[config.mk]
export PLATFORM = sky130hd
export DESIGN_NAME = pb_operand_loader
export DESIGN_NICKNAME = d
export VERILOG_FILES = /design/src/rtl/pb_operand_loader_pkg.sv /design/src/rtl/pb_operand_loader_debounce.sv /design/src/rtl/pb_operand_loader.sv
export SDC_FILE = /design/constraint.sdc
export NUM_CORES = 1
export LEC_CHECK = 0
export BUFFER_PORTS_ARGS = -buffer_cell sky130_fd_sc_hd__buf_2
export CAP_MARGIN = 20
export CELL_PAD_IN_SITES_DETAIL_PLACEMENT = 1
export CELL_PAD_IN_SITES_GLOBAL_PLACEMENT = 2
export CORE_ASPECT_RATIO = 1.4
export CORE_MARGIN = 5
export CORE_UTILIZATION = 42
export DETAILED_ROUTE_END_ITERATION = 10
export PLACE_DENSITY_LB_ADDON = 0.1
export SLEW_MARGIN = 20
export SYNTH_ARGS = -nofsm -noshare
export SYNTH_HDL_FRONTEND = slang
export SYNTH_SLANG_ARGS = --single-unit
[constraint.sdc]
create_clock -name clk -period 3 [get_ports clk]
set_input_delay 0.6 -clock clk [delete_from_list [all_inputs] [get_ports clk]]
set_output_delay 0.6 -clock clk [all_outputs]
set_load 0.02 [all_outputs]
[src/rtl/pb_operand_loader_pkg.sv]
// ---------------------------------------------------------------------------
// pb_operand_loader_pkg
// Shared constants for the pushbutton operand loader: the number of
// operands, the operand width and the default debounce threshold.
// ---------------------------------------------------------------------------
package pb_operand_loader_pkg;

  localparam int NUM_OPERANDS        = 5;
  localparam int OPERAND_W           = 4;
  localparam int DEBOUNCE_CYCLES_DEF = 4;

endpackage : pb_operand_loader_pkg

[src/rtl/pb_operand_loader_debounce.sv]
// ---------------------------------------------------------------------------
// pb_debounce
// One pushbutton channel: 2-flop synchronizer, debounce counter, debounced
// level and a one-cycle strobe on a debounced 0->1 transition.
//
// Ports
//   clk     : system clock, rising edge
//   rst_n   : asynchronous active-low reset
//   pb_i    : raw, asynchronous, bouncing button level (1 = pressed)
//   rise_o  : registered one-cycle strobe, high in the cycle after the
//             debounced level goes 0->1
// ---------------------------------------------------------------------------
module pb_debounce #(
  parameter int DEBOUNCE_CYCLES = 4
) (
  input  logic clk,
  input  logic rst_n,
  input  logic pb_i,
  output logic rise_o
);

  localparam int CNT_W = $clog2(DEBOUNCE_CYCLES + 1);

  logic             sync1_q, sync1_d;
  logic             sync2_q, sync2_d;
  logic             level_q, level_d;
  logic             rise_q,  rise_d;
  logic [CNT_W-1:0] cnt_q,   cnt_d;

  // Next-state logic: synchronizer shift, counter and level toggle
  always_comb begin
    sync1_d = pb_i;
    sync2_d = sync1_q;
    level_d = level_q;
    rise_d  = 1'b0;
    cnt_d   = '0;
    if (sync2_q != level_q) begin
      // The edge that would take the counter to the threshold is the edge
      // that toggles the level; the counter restarts from zero instead.
      if (cnt_q == CNT_W'(DEBOUNCE_CYCLES - 1)) begin
        level_d = sync2_q;
        rise_d  = sync2_q;
        cnt_d   = '0;
      end else begin
        cnt_d   = cnt_q + CNT_W'(1);
      end
    end else begin
      // Level agrees with the debounced value: any partial count is a bounce.
      cnt_d = '0;
    end
  end

  // State registers
  always_ff @(posedge clk or negedge rst_n) begin
    if (!rst_n) begin
      sync1_q <= 1'b0;
      sync2_q <= 1'b0;
      level_q <= 1'b0;
      rise_q  <= 1'b0;
      cnt_q   <= '0;
    end else begin
      sync1_q <= sync1_d;
      sync2_q <= sync2_d;
      level_q <= level_d;
      rise_q  <= rise_d;
      cnt_q   <= cnt_d;
    end
  end

  assign rise_o = rise_q;

endmodule : pb_debounce

[src/rtl/pb_operand_loader.sv]
// ---------------------------------------------------------------------------
// pb_operand_loader
// Captures a 4-bit switch value into one of five operand registers when the
// matching pushbutton is (debounced) pressed.
//
// Ports
//   clk        : system clock, rising edge
//   rst_n      : asynchronous active-low reset
//   PB1..PB5   : raw pushbutton levels (1 = pressed)
//   Y          : raw switch operand value
//   clr        : synchronous clear of operands and loaded mask
//   X1..X5     : captured operands
//   loaded     : bit i-1 set once Xi captured since reset/clr
//   all_loaded : high when every operand is loaded
//   load_pulse : bit i-1 high for one cycle when Xi is written
// ---------------------------------------------------------------------------
module pb_operand_loader
  import pb_operand_loader_pkg::*;
#(
  parameter int DEBOUNCE_CYCLES = DEBOUNCE_CYCLES_DEF
) (
  input  logic                    clk,
  input  logic                    rst_n,
  input  logic                    PB1,
  input  logic                    PB2,
  input  logic                    PB3,
  input  logic                    PB4,
  input  logic                    PB5,
  input  logic [OPERAND_W-1:0]    Y,
  input  logic                    clr,
  output logic [OPERAND_W-1:0]    X1,
  output logic [OPERAND_W-1:0]    X2,
  output logic [OPERAND_W-1:0]    X3,
  output logic [OPERAND_W-1:0]    X4,
  output logic [OPERAND_W-1:0]    X5,
  output logic [NUM_OPERANDS-1:0] loaded,
  output logic                    all_loaded,
  output logic [NUM_OPERANDS-1:0] load_pulse
);

  logic [NUM_OPERANDS-1:0] pb_s;
  logic [NUM_OPERANDS-1:0] rise_s;

  logic [OPERAND_W-1:0]    y_s1_q, y_s1_d;
  logic [OPERAND_W-1:0]    y_s2_q, y_s2_d;

  logic [NUM_OPERANDS-1:0][OPERAND_W-1:0] x_q, x_d;
  logic [NUM_OPERANDS-1:0] loaded_q,     loaded_d;
  logic [NUM_OPERANDS-1:0] load_pulse_q, load_pulse_d;
  logic                    all_loaded_q, all_loaded_d;

  assign pb_s = {PB5, PB4, PB3, PB2, PB1};

  genvar gi;
  generate
    for (gi = 0; gi < NUM_OPERANDS; gi++) begin : g_pb
      pb_debounce #(
        .DEBOUNCE_CYCLES (DEBOUNCE_CYCLES)
      ) u_pb_debounce (
        .clk    (clk),
        .rst_n  (rst_n),
        .pb_i   (pb_s[gi]),
        .rise_o (rise_s[gi])
      );
    end
  endgenerate

  // Operand capture, clear handling and Y synchronizer next state
  always_comb begin
    y_s1_d       = Y;
    y_s2_d       = y_s1_q;
    x_d          = x_q;
    loaded_d     = loaded_q;
    load_pulse_d = '0;
    if (clr) begin
      // Clear wins over any capture strobe arriving on the same edge.
      x_d      = '0;
      loaded_d = '0;
    end else begin
      for (int i = 0; i < NUM_OPERANDS; i++) begin
        if (rise_s[i]) begin
          x_d[i]          = y_s2_q;
          loaded_d[i]     = 1'b1;
          load_pulse_d[i] = 1'b1;
        end else begin
          x_d[i]          = x_q[i];
        end
      end
    end
    all_loaded_d = &loaded_d;
  end

  // Y synchronizer and operand/status registers
  always_ff @(posedge clk or negedge rst_n) begin
    if (!rst_n) begin
      y_s1_q       <= '0;
      y_s2_q       <= '0;
      x_q          <= '0;
      loaded_q     <= '0;
      load_pulse_q <= '0;
      all_loaded_q <= 1'b0;
    end else begin
      y_s1_q       <= y_s1_d;
      y_s2_q       <= y_s2_d;
      x_q          <= x_d;
      loaded_q     <= loaded_d;
      load_pulse_q <= load_pulse_d;
      all_loaded_q <= all_loaded_d;
    end
  end

  assign X1         = x_q[0];
  assign X2         = x_q[1];
  assign X3         = x_q[2];
  assign X4         = x_q[3];
  assign X5         = x_q[4];
  assign loaded     = loaded_q;
  assign load_pulse = load_pulse_q;
  assign all_loaded = all_loaded_q;

endmodule : pb_operand_loader

==> results by group <==
Critical path
  • CP max stage delay: 0.41 ns
  • WP data required: 2.40 ns
  • Reg2Reg Setup Slack: 1.81 ns
  • Top delay family on crit path: flip-flops
  • RR Endpoint: g_pb[3].u_pb_debounce.level_q$_DFFE_PN0P_
  • WP data arrival: 0.92 ns
  • Crit-path max FO: 2
  • RR Startpoint: g_pb[3].u_pb_debounce.cnt_q[0]$_DFF_PN0_
  • R2R depth: 3
  • Slowest CP cell: dfrtp_1
  • Crit path buf inv count: 1
  • Critical Path Start Type: register
  • Kind of critical path: reg2out
  • Crit path cell chain: buf_2
  • Critical Path End Type: primary output

Power
  • PwrDens: 742 nW/um^2
  • LEAKAGE: 1.57 nW
  • Peak supply drop: 0.391 mV
  • Pwr Total: 2.32 mW

Min path
  • Hold_sp: g_pb[4].u_pb_debounce.sync1_q$_DFF_PN0_
  • Worst min-delay path category: reg2reg
  • Worst Hold Endpoint: g_pb[4].u_pb_debounce.sync2_q$_DFF_PN0_
  • Hold depth: 0

Global routing
  • Initial antenna violation count: 0
  • Vias in the first global route: 1,698
  • Largest net degree at the start of global routing: 43
  • Gr usage total: 0.135
  • First-pass GRT wire length: 8480 um
  • Gr ovfl total: 0

Routing
  • Vias post-DR: 1,502
  • Post-route ant nets: 0
  • DRC: 0
  • Final wirelength: 5050 um
  • Vias per inst: 4.96
  • WL/cell: 16.7 um
  • 1st-pass router iterations: 2
  • Initial DRC Count: 56

Layout
  • Most frequent cells in the layout: dfrtp_1 (74), buf_2 (42), nor2_1 (25)
  • Commonest non-fill, non-tap cell in the layout: dfrtp_1
  • Fraction of layout cells with a size suffix above 1: 0.307
  • Design area: 3130 sq um
  • Cell Count, Final, Fillers Out: 303
  • Area Growth Syn to Fin: 17.0%
  • Fill count: 640
  • Ant. Diodes: 0
  • Fin util: 0.503
  • Net count reported at finish: 243

Yosys
  • Top-area cell type share of the netlist area: 0.693
  • FF+latch count, synth: 74
  • Share of the yosys chip area belonging to registers: 0.693
  • Main area contributors after synthesis: dfrtp_1 (69%), mux2i_1 (7.5%), nor2_1 (3.5%), nor2b_4 (2.6%), ha_1 (2.3%)
  • Synthesized net count: 196
  • Distinct cells, synth: 21
  • Yosys top cell by area: dfrtp_1
  • Synthesized area: 2670 sq um
  • Synth Warn #: 0
  • Mapped Cells: 179
  • Syn Area/Cell: 14.9 sq um

STA
  • Fin. Hold Viols: 0
  • Max-slew headroom: 0.360
  • RSZ-0062 raised after global routing: false
  • Setup TNS: 0 ns
  • Fin crit period: 1.52 ns
  • Final critical-path setup slack: 1.48 ns
  • Clk_skew: 0.00998 ns
  • # setup viols final: 0
  • Fin. max-slew vios: 0
  • Period utilisation layout: 0.505
  • Min Hold Slack: 0.351 ns
  • Worst Tran Pin Value: 0.961 ns
  • Fmax: 0.660 GHz

Clock tree
  • CTS Hold Bufs: 0
  • Post-CTS sizing: 0
  • Clk slew on worst S/H paths: 0.07 ns
  • Num CTS Buffers: 9
  • Insertion delay to the later sink of the worst-skew pair: 0.34 ns
  • Max clock buf depth: 2
  • CTS tree: yes
  • Htree depth: 3
  • CTS Sinks: 74
  • Clock root cell: clkbuf_8
  • Post-CTS setup buffer count: 0

Placement
  • Dpl ws: 1.37 ns
  • Dpl cell area: 2930 sq um
  • Placer Congestion: 0.715
  • IO Port Bufs: 42
  • Placed cell count: 287
  • HPWL Detailed: 3670 um

Floorplan
  • Die width: 77.4 um
  • Die Y: 104 um
  • CORE AREA: 6210 sq um
  • Core Rows: 34
  • Starting Density: 0.430
  • Overall die area: 8080 sq um
  • # IOs: 43

Run
  • Max-cap violations: 0

Outcome
  • Status: finished clean
==> worst max path at each step <==
stage | endpoint | slack [ns] | from | cells past startpoint
final | loaded[2] | 1.48 | loaded[2]$_DFF_PN0_ | 1
after global routing | loaded[2] | 1.43 | loaded[2]$_DFF_PN0_ | 1
after CTS | loaded[2] | 1.45 | loaded[2]$_DFF_PN0_ | 1
after detailed placement | X3[0]$_DFFE_PN0P_ | 1.37 | rst_n | 2
after global placement | X3[2]$_DFFE_PN0P_ | 1.47 | rst_n | 2
after floorplan | g_pb[3].u_pb_debounce.level_q$_DFFE_PN0P_ | 1.90 | g_pb[3].u_pb_debounce.cnt_q[0]$_DFF_PN0_ | 3
==> registers in the layout, summed over array words and instances (netlist names) <==
signal,count
g_pb.u_pb_debounce.cnt_q,15
g_pb.u_pb_debounce.level_q,5
g_pb.u_pb_debounce.rise_o,5
g_pb.u_pb_debounce.sync1_q,5
g_pb.u_pb_debounce.sync2_q,5
load_pulse,5
loaded,5
X1,4
X2,4
X3,4
X4,4
X5,4
y_s1_q,4
y_s2_q,4
all_loaded,1
==> cells in the mapped netlist <==
cell type and number:
xnor2_1 5, nor2_2 1, dfrtp_1 74, o21bai_1 1, nor2_1 25, nor3b_1 7
buf_2 2, and3b_1 5, nor2b_4 5, mux2_2 5, mux2i_1 20, nor3b_2 1
nor2b_1 7, buf_4 5, inv_1 2, buf_6 1, o22ai_1 1, o21bai_4 1
nor4_2 1, nor3_1 5, ha_1 5
==> per-layer routing <==
layer,wire (um),track usage,part of all wire
met1,2050,0.155,0.41
met5,0,0,0
met3,283,0.0459,0.056
met2,2650,0.228,0.52
met4,68,0.0516,0.013
==> layout make-up <==
class / instances / area [sq um] / area share
clock buffer: 14 / 163 / 0.0520
clock inverter: 2 / 35.0 / 0.0112
inverter: 2 / 7.51 / 0.00240
multi-input combinational: 95 / 754 / 0.241
sequential: 74 / 1850 / 0.592
tap: 72 / 90.1 / 0.0288
timing repair buffer: 44 / 225 / 0.0720
==> report_power, final <==
part           leakage (nW)  total [mW]  internal, mW  switching [mW]
sequential            0.970        1.21          1.12          0.0916
clock                 0.101       0.763         0.430           0.333
combinational         0.496       0.344         0.178           0.166
total                  1.57        2.32          1.73           0.591
==> kinds of logic after synthesis <==
group / after synthesis / share of synthesized area
adders and majority gates: 5 / 0.0234
AOI/OAI and AO/OA: 3 / 0.0122
xor gates and xnor gates: 5 / 0.0164
muxes: 25 / 0.0960
and+or+nand+nor: 57 / 0.134
buffers and inverters: 10 / 0.0248
DFF: 74 / 0.693
==> worst reg2reg max path, cell delays in order, from the launching register on <==
cell     delay, ns
dfrtp_1       0.37
ha_1          0.18
nor2b_4       0.19
mux2_2        0.34
Power figures use the tool's default switching activity.
